File: config.mk
export PLATFORM = sky130hd
export DESIGN_NAME = operand_forward_unit_flat
export DESIGN_NICKNAME = d
export VERILOG_FILES = /design/src/rtl/operand_forward_unit_if.sv /design/src/rtl/operand_forward_unit.sv /design/src/flat_wrapper.sv
export SDC_FILE = /design/constraint.sdc
export NUM_CORES = 1
export LEC_CHECK = 0
export ABC_AREA = 1
export CORE_AREA = 4 4 104 106
export CTS_CLUSTER_SIZE = 20
export DETAILED_ROUTE_END_ITERATION = 10
export DIE_AREA = 0 0 108 110
export PLACE_DENSITY = 0.83
export SKIP_LAST_GASP = 1
export SLEW_MARGIN = 15
export SYNTH_ARGS = -nofsm -noshare
export SYNTH_HDL_FRONTEND = slang
export SYNTH_SLANG_ARGS = --single-unit
File: constraint.sdc
create_clock -name clk -period 2.65 [get_ports clk]
set_clock_uncertainty 0.05 [all_clocks]
set_input_delay 0.53 -clock clk [delete_from_list [all_inputs] [get_ports clk]]
set_output_delay 0.53 -clock clk [all_outputs]
set_load 0.03 [all_outputs]
File: src/rtl/operand_forward_unit_if.sv
// ID-stage operand-forwarding bus: instruction fields and bypass values in,
// resolved operands, source selects and load-use stall out.
interface operand_forward_unit_if #(
  parameter int XLEN = 32
);
  logic            id_valid;
  logic [6:0]      id_opcode;
  logic [4:0]      id_rd;
  logic [4:0]      id_rs1;
  logic [4:0]      id_rs2;
  logic [XLEN-1:0] id_rs1_data;
  logic [XLEN-1:0] id_rs2_data;
  logic [XLEN-1:0] ex_fwd_data;
  logic [XLEN-1:0] mem_fwd_data;
  logic [XLEN-1:0] wb_fwd_data;
  logic            flush;
  logic [XLEN-1:0] op1;
  logic [XLEN-1:0] op2;
  logic [1:0]      op1_sel;
  logic [1:0]      op2_sel;
  logic            stall;

  modport master (
    output id_valid, id_opcode, id_rd, id_rs1, id_rs2, id_rs1_data, id_rs2_data,
           ex_fwd_data, mem_fwd_data, wb_fwd_data, flush,
    input  op1, op2, op1_sel, op2_sel, stall
  );

  modport slave (
    input  id_valid, id_opcode, id_rd, id_rs1, id_rs2, id_rs1_data, id_rs2_data,
           ex_fwd_data, mem_fwd_data, wb_fwd_data, flush,
    output op1, op2, op1_sel, op2_sel, stall
  );
endinterface

File: src/rtl/operand_forward_unit.sv
// Tracks the destination registers of the EX/MEM/WB instructions and resolves
// ID source operands from the youngest producer, stalling on load-use hazards.
module operand_forward_unit #(
  parameter int XLEN = 32
) (
  input logic                  clk,
  input logic                  rst_n,
  operand_forward_unit_if.slave bus
);

  localparam logic [6:0] OPC_LUI    = 7'b0110111;
  localparam logic [6:0] OPC_AUIPC  = 7'b0010111;
  localparam logic [6:0] OPC_JAL    = 7'b1101111;
  localparam logic [6:0] OPC_JALR   = 7'b1100111;
  localparam logic [6:0] OPC_LOAD   = 7'b0000011;
  localparam logic [6:0] OPC_OPIMM  = 7'b0010011;
  localparam logic [6:0] OPC_OP     = 7'b0110011;
  localparam logic [6:0] OPC_BRANCH = 7'b1100011;
  localparam logic [6:0] OPC_STORE  = 7'b0100011;

  typedef struct packed {
    logic       valid;
    logic [4:0] rd;
    logic       wr;
    logic       ld;
  } slot_t;

  slot_t ex_slot, mem_slot, wb_slot;
  logic  id_wr, id_ld, rs1_used, rs2_used;
  logic [1:0] sel1, sel2;

  always_comb begin
    id_wr    = 1'b0;
    id_ld    = 1'b0;
    rs1_used = 1'b0;
    rs2_used = 1'b0;
    case (bus.id_opcode)
      OPC_LUI, OPC_AUIPC, OPC_JAL: id_wr = 1'b1;
      OPC_JALR, OPC_OPIMM: begin
        id_wr    = 1'b1;
        rs1_used = 1'b1;
      end
      OPC_LOAD: begin
        id_wr    = 1'b1;
        id_ld    = 1'b1;
        rs1_used = 1'b1;
      end
      OPC_OP: begin
        id_wr    = 1'b1;
        rs1_used = 1'b1;
        rs2_used = 1'b1;
      end
      OPC_BRANCH, OPC_STORE: begin
        rs1_used = 1'b1;
        rs2_used = 1'b1;
      end
      default: ;
    endcase
  end

  function automatic logic hit(input slot_t s, input logic [4:0] rs);
    return s.valid & s.wr & (s.rd == rs) & (rs != '0);
  endfunction

  // Youngest producer first: EX, then MEM, then WB, else register file.
  function automatic logic [1:0] pick(input logic used, input logic [4:0] rs,
                                      input slot_t e, input slot_t m, input slot_t w);
    if (!used)        return 2'd0;
    else if (hit(e, rs)) return 2'd1;
    else if (hit(m, rs)) return 2'd2;
    else if (hit(w, rs)) return 2'd3;
    else              return 2'd0;
  endfunction

  always_comb begin
    sel1 = pick(rs1_used, bus.id_rs1, ex_slot, mem_slot, wb_slot);
    sel2 = pick(rs2_used, bus.id_rs2, ex_slot, mem_slot, wb_slot);
    case (sel1)
      2'd1:    bus.op1 = bus.ex_fwd_data;
      2'd2:    bus.op1 = bus.mem_fwd_data;
      2'd3:    bus.op1 = bus.wb_fwd_data;
      default: bus.op1 = bus.id_rs1_data;
    endcase
    case (sel2)
      2'd1:    bus.op2 = bus.ex_fwd_data;
      2'd2:    bus.op2 = bus.mem_fwd_data;
      2'd3:    bus.op2 = bus.wb_fwd_data;
      default: bus.op2 = bus.id_rs2_data;
    endcase
    bus.op1_sel = sel1;
    bus.op2_sel = sel2;
    // A select of 1 already means "used source matches a valid EX writer".
    bus.stall = bus.id_valid & ~bus.flush & ex_slot.ld &
                ((sel1 == 2'd1) | (sel2 == 2'd1));
  end

  always_ff @(posedge clk or negedge rst_n) begin
    if (!rst_n) begin
      ex_slot  <= '0;
      mem_slot <= '0;
      wb_slot  <= '0;
    end else begin
      if (bus.stall || bus.flush) ex_slot <= '0;
      else ex_slot <= '{valid: bus.id_valid, rd: bus.id_rd, wr: id_wr, ld: id_ld};
      mem_slot <= ex_slot;
      wb_slot  <= mem_slot;
    end
  end

endmodule

File: src/flat_wrapper.sv
// flat-port wrapper written by rule: the top's interface ports become plain ports
module operand_forward_unit_flat 
#(
  parameter int XLEN = 32
)
  (clk, rst_n, bus_id_valid, bus_id_opcode, bus_id_rd, bus_id_rs1, bus_id_rs2, bus_id_rs1_data, bus_id_rs2_data, bus_ex_fwd_data, bus_mem_fwd_data, bus_wb_fwd_data, bus_flush, bus_op1, bus_op2, bus_op1_sel, bus_op2_sel, bus_stall);
  operand_forward_unit_if #(.XLEN(XLEN)) bus_i ();
  input logic clk;
  input logic rst_n;
  input wire logic [$bits(bus_i.id_valid)-1:0] bus_id_valid;
  input wire logic [$bits(bus_i.id_opcode)-1:0] bus_id_opcode;
  input wire logic [$bits(bus_i.id_rd)-1:0] bus_id_rd;
  input wire logic [$bits(bus_i.id_rs1)-1:0] bus_id_rs1;
  input wire logic [$bits(bus_i.id_rs2)-1:0] bus_id_rs2;
  input wire logic [$bits(bus_i.id_rs1_data)-1:0] bus_id_rs1_data;
  input wire logic [$bits(bus_i.id_rs2_data)-1:0] bus_id_rs2_data;
  input wire logic [$bits(bus_i.ex_fwd_data)-1:0] bus_ex_fwd_data;
  input wire logic [$bits(bus_i.mem_fwd_data)-1:0] bus_mem_fwd_data;
  input wire logic [$bits(bus_i.wb_fwd_data)-1:0] bus_wb_fwd_data;
  input wire logic [$bits(bus_i.flush)-1:0] bus_flush;
  output wire logic [$bits(bus_i.op1)-1:0] bus_op1;
  output wire logic [$bits(bus_i.op2)-1:0] bus_op2;
  output wire logic [$bits(bus_i.op1_sel)-1:0] bus_op1_sel;
  output wire logic [$bits(bus_i.op2_sel)-1:0] bus_op2_sel;
  output wire logic [$bits(bus_i.stall)-1:0] bus_stall;
  assign bus_i.id_valid = bus_id_valid;
  assign bus_i.id_opcode = bus_id_opcode;
  assign bus_i.id_rd = bus_id_rd;
  assign bus_i.id_rs1 = bus_id_rs1;
  assign bus_i.id_rs2 = bus_id_rs2;
  assign bus_i.id_rs1_data = bus_id_rs1_data;
  assign bus_i.id_rs2_data = bus_id_rs2_data;
  assign bus_i.ex_fwd_data = bus_ex_fwd_data;
  assign bus_i.mem_fwd_data = bus_mem_fwd_data;
  assign bus_i.wb_fwd_data = bus_wb_fwd_data;
  assign bus_i.flush = bus_flush;
  assign bus_op1 = bus_i.op1;
  assign bus_op2 = bus_i.op2;
  assign bus_op1_sel = bus_i.op1_sel;
  assign bus_op2_sel = bus_i.op2_sel;
  assign bus_stall = bus_i.stall;
  operand_forward_unit #(.XLEN(XLEN)) u_core (.clk(clk), .rst_n(rst_n), .bus(bus_i));
endmodule
==> impl_metrics.py <==
metrics = {
    "global_route": {
        "grt_max_degree": 43,
        "grt_overflow": 0,
        "grt_pass1_wl_um": 33800,
        "first_global_vias": 6151,
        "antenna_found_initial": 3,
        "grt_usage_pct": 36.6,
    },
    "clock_network": {
        "cts_tree": "yes",
        "cts.reportedPaths.clkPinSlew_ns": 0.07,
        "clock_sinks": 22,
        "clockBufferDepth": 2,
        "cts_made_buffers": 3,
        "cts_max_level": 1,
        "clock_latency_ns": 0.26,
        "root_buffer": "clkbuf_8",
    },
    "logic_synthesis": {
        "syn_area_um2": 3520,
        "synth.yosys.seq_area_share_pct": 15.7,
        "syn_inst": 603,
        "syn_nets": 789,
        "synth-seq-cells": 22,
        "synth_edf_count": 0,
        "syn_avg_cell_area_um2": 5.83,
        "synthArstFlopShare_pct": 100,
        "synth_warnings": 0,
        "synth-main-ff-cell": "dfrtp_1",
        "ys_types": 24,
    },
    "sta": {
        "fmax_mhz": 343,
        "fin_crit_ns": 2.92,
        "finalSetupViolCount": 65,
        "worst_hold_slack_ns": 0.325,
        "finalCritPeriodShare_pct": 110,
        "tightest_slew_ns": 0.259,
        "maxSlewHeadroom_pct": 82.7,
        "drv_slew": 0,
        "finalHoldViolCount": 0,
        "rsz0062_at_grt": "yes",
        "worst_slack_ns": -0.265,
    },
    "die": {
        "fp.dieH_um": 110,
        "die-area_um2": 11900,
        "start_util_pct": 36.0,
        "core_area_um2": 9770,
        "pin_count": 255,
        "num_rows": 36,
        "die_w_um": 108,
    },
    "critical_path": {
        "end_kind": "output pin",
        "path_buf_inv": 5,
        "path_cells": "inv_2, nand2_1, nand2_1, nand3_2, nor2_2, nand2_2, nand2_2, nand3_4, buf_12, buf_12, clkbuf_16, nand3_2, nand4_1, buf_6",
        "startpoint_type": "flop",
        "crit_path_start": "u_core.mem_slot[4]",
        "crit_type": "flop to output pin",
        "r2r_start": "u_core.mem_slot[4]",
        "cp_top_family": "simple AND/OR/NAND/NOR gates",
        "critical_path_arrival_ns": 2.34,
        "reg2reg_depth": 16,
        "crit_path_top_delay_cell": "dfrtp_1",
        "crit_cells": 14,
        "cp_max_fo": 6,
        "critPathMaxStageDelay_ns": 0.43,
        "cp_data_required_time_ns": 2.07,
    },
    "detailed_routing": {
        "drtAntennaViolNets": 0,
        "wl_per_cell_um": 25.0,
        "avgViaCountPerCell": 6.20,
        "drcViolationCount": 0,
        "vias": 6542,
        "drt_iter0_drc": 721,
        "wl_um": 26400,
        "drt-pass1-iter-count": 8,
    },
    "pwr": {
        "switching_share_pct": 34.6,
        "p_switching_uw": 485,
        "p_total_mw": 1.40,
        "p_clk_share_pct": 16.3,
        "power_frac_comb_pct": 57.4,
        "power_density_nw_per_um2": 169,
        "power.leakage_nw": 3.62,
        "p_seq_share_pct": 26.3,
        "power.internal_uw": 916,
        "vdd_drop_max_v": 0.000425,
    },
    "min_path": {
        "hold_class": "flop to flop",
        "min_from": "u_core.mem_slot[7]",
        "hold_depth": 0,
    },
    "run_status": {
        "violations": "negative setup slack",
        "status": "finished with violations",
    },
    "cells_and_area": {
        "syn_to_final_growth_pct": 135,
        "drive_gt1_share_pct": 39.1,
        "fillers": 556,
        "nets": 1107,
        "final_common_cell": "clkdlybuf4s50_1",
        "fin_area_um2": 8280,
        "mostFrequentLayoutCells": "clkdlybuf4s50_1, nand2_1, nand3_1",
    },
    "placement": {
        "port-buffer-count": 254,
        "hpwlAfterDp_um": 14600,
        "placed_area_um2": 6290,
        "place.gp.congestion": 0.991,
    },
    "run": {
        "cap_viol_max_count": 0,
    },
}
[flip-flops by register name, indices dropped and copies added (netlist names)]
name and flops:
u_core.mem_slot 7, u_core.ex_slot 8, u_core.wb_slot 7
[cell usage after synthesis, types with 2 or more instances]
master    number  area, um^2
nand3_1      183         916
nand2_1      162         608
nand4_1       70         438
inv_1         35         131
buf_2         27         135
nor2_1        27         101
nand3_2       23         230
dfrtp_1       22         551
buf_6         15         169
inv_2         11        41.3
buf_4          4        30.0
xnor2_1        4        35.0
a21oi_1        3        15.0
nand2_2        3        18.8
nor2_2         3        18.8
nand3b_1       2        15.0
o211ai_1       2        15.0
[power by group through the flow]
stage / registers, mW / logic, mW / clock network [mW]
3_3_place_gp: 0.373 / 0.698 / 0
6_report: 0.369 / 0.803 / 0.229
2_1_floorplan: 0.367 / 0.243 / 0
3_5_place_dp: 0.374 / 0.702 / 0
4_1_cts: 0.367 / 0.754 / 0.237
5_1_grt: 0.370 / 0.837 / 0.249
[stage by stage]
stage / setup WS [ns] / instances / TNS, ns / util, %
2_1_floorplan: 0.180 / 603 / 0 / -
3_3_place_gp: -0.617 / 989 / -31.83 / 64.4
3_5_place_dp: -0.644 / 989 / -34.52 / 64.4
4_1_cts: -0.132 / 1035 / -5.28 / 78.7
5_1_grt: -0.340 / 1055 / -16.71 / 84.7
6_report: -0.265 / 1056 / -9.62 / 84.7
[logic make-up after synthesis]
kind of cell | share of synthesized area [%]
simple gates | 67.5
buf+inv | 14.4
flops | 15.7
compound gates | 1.42
xor+xnor | 0.996
[metal layers]
metal	vias to the layer above	part of all wire, %	GRT usage, %
li1	2754	-	-
met1	3017	34	41.0
met2	569	46	60.7
met3	198	12	12.5
met4	4	7.8	20.6
met5	-	0.21	0
[final cells by class]
class / instances / area (um^2) / area share (%)
Antenna cell: 3 / 7.51 / 0.0907
Timing Repair Buffer: 359 / 4270 / 51.5
Tap cell: 133 / 166 / 2.01
Sequential cell: 22 / 553 / 6.68
Multi-Input combinational cell: 489 / 3020 / 36.5
Clock buffer: 4 / 55.1 / 0.665
Inverter: 46 / 205 / 2.48
[path summary, 6_finish.rpt]
| kind | end | slack (ns) |
|---|---|---|
| worst min-delay path | u_core.wb_slot[7] | 0.32 |
| max in group asynchronous | u_core.mem_slot[5] | 1.77 |
| worst min register to register | u_core.wb_slot[7] | 0.32 |
| min in group asynchronous | u_core.ex_slot[7] | 0.56 |
| worst max register to register | u_core.ex_slot[0] | 0.57 |
| worst max-delay path | bus_op1[14] | -0.27 |
[repair_timing]
action | 4_1_cts | 5_1_grt
cloned | 16 | 11
buffers inserted | 28 | 15
pin swaps | 71 | 76
gates resized for setup | 245 | 102
hold buffers | 0 | 0
endpoints found under the setup margin | 69 | 69
Power figures use the tool's default switching activity.
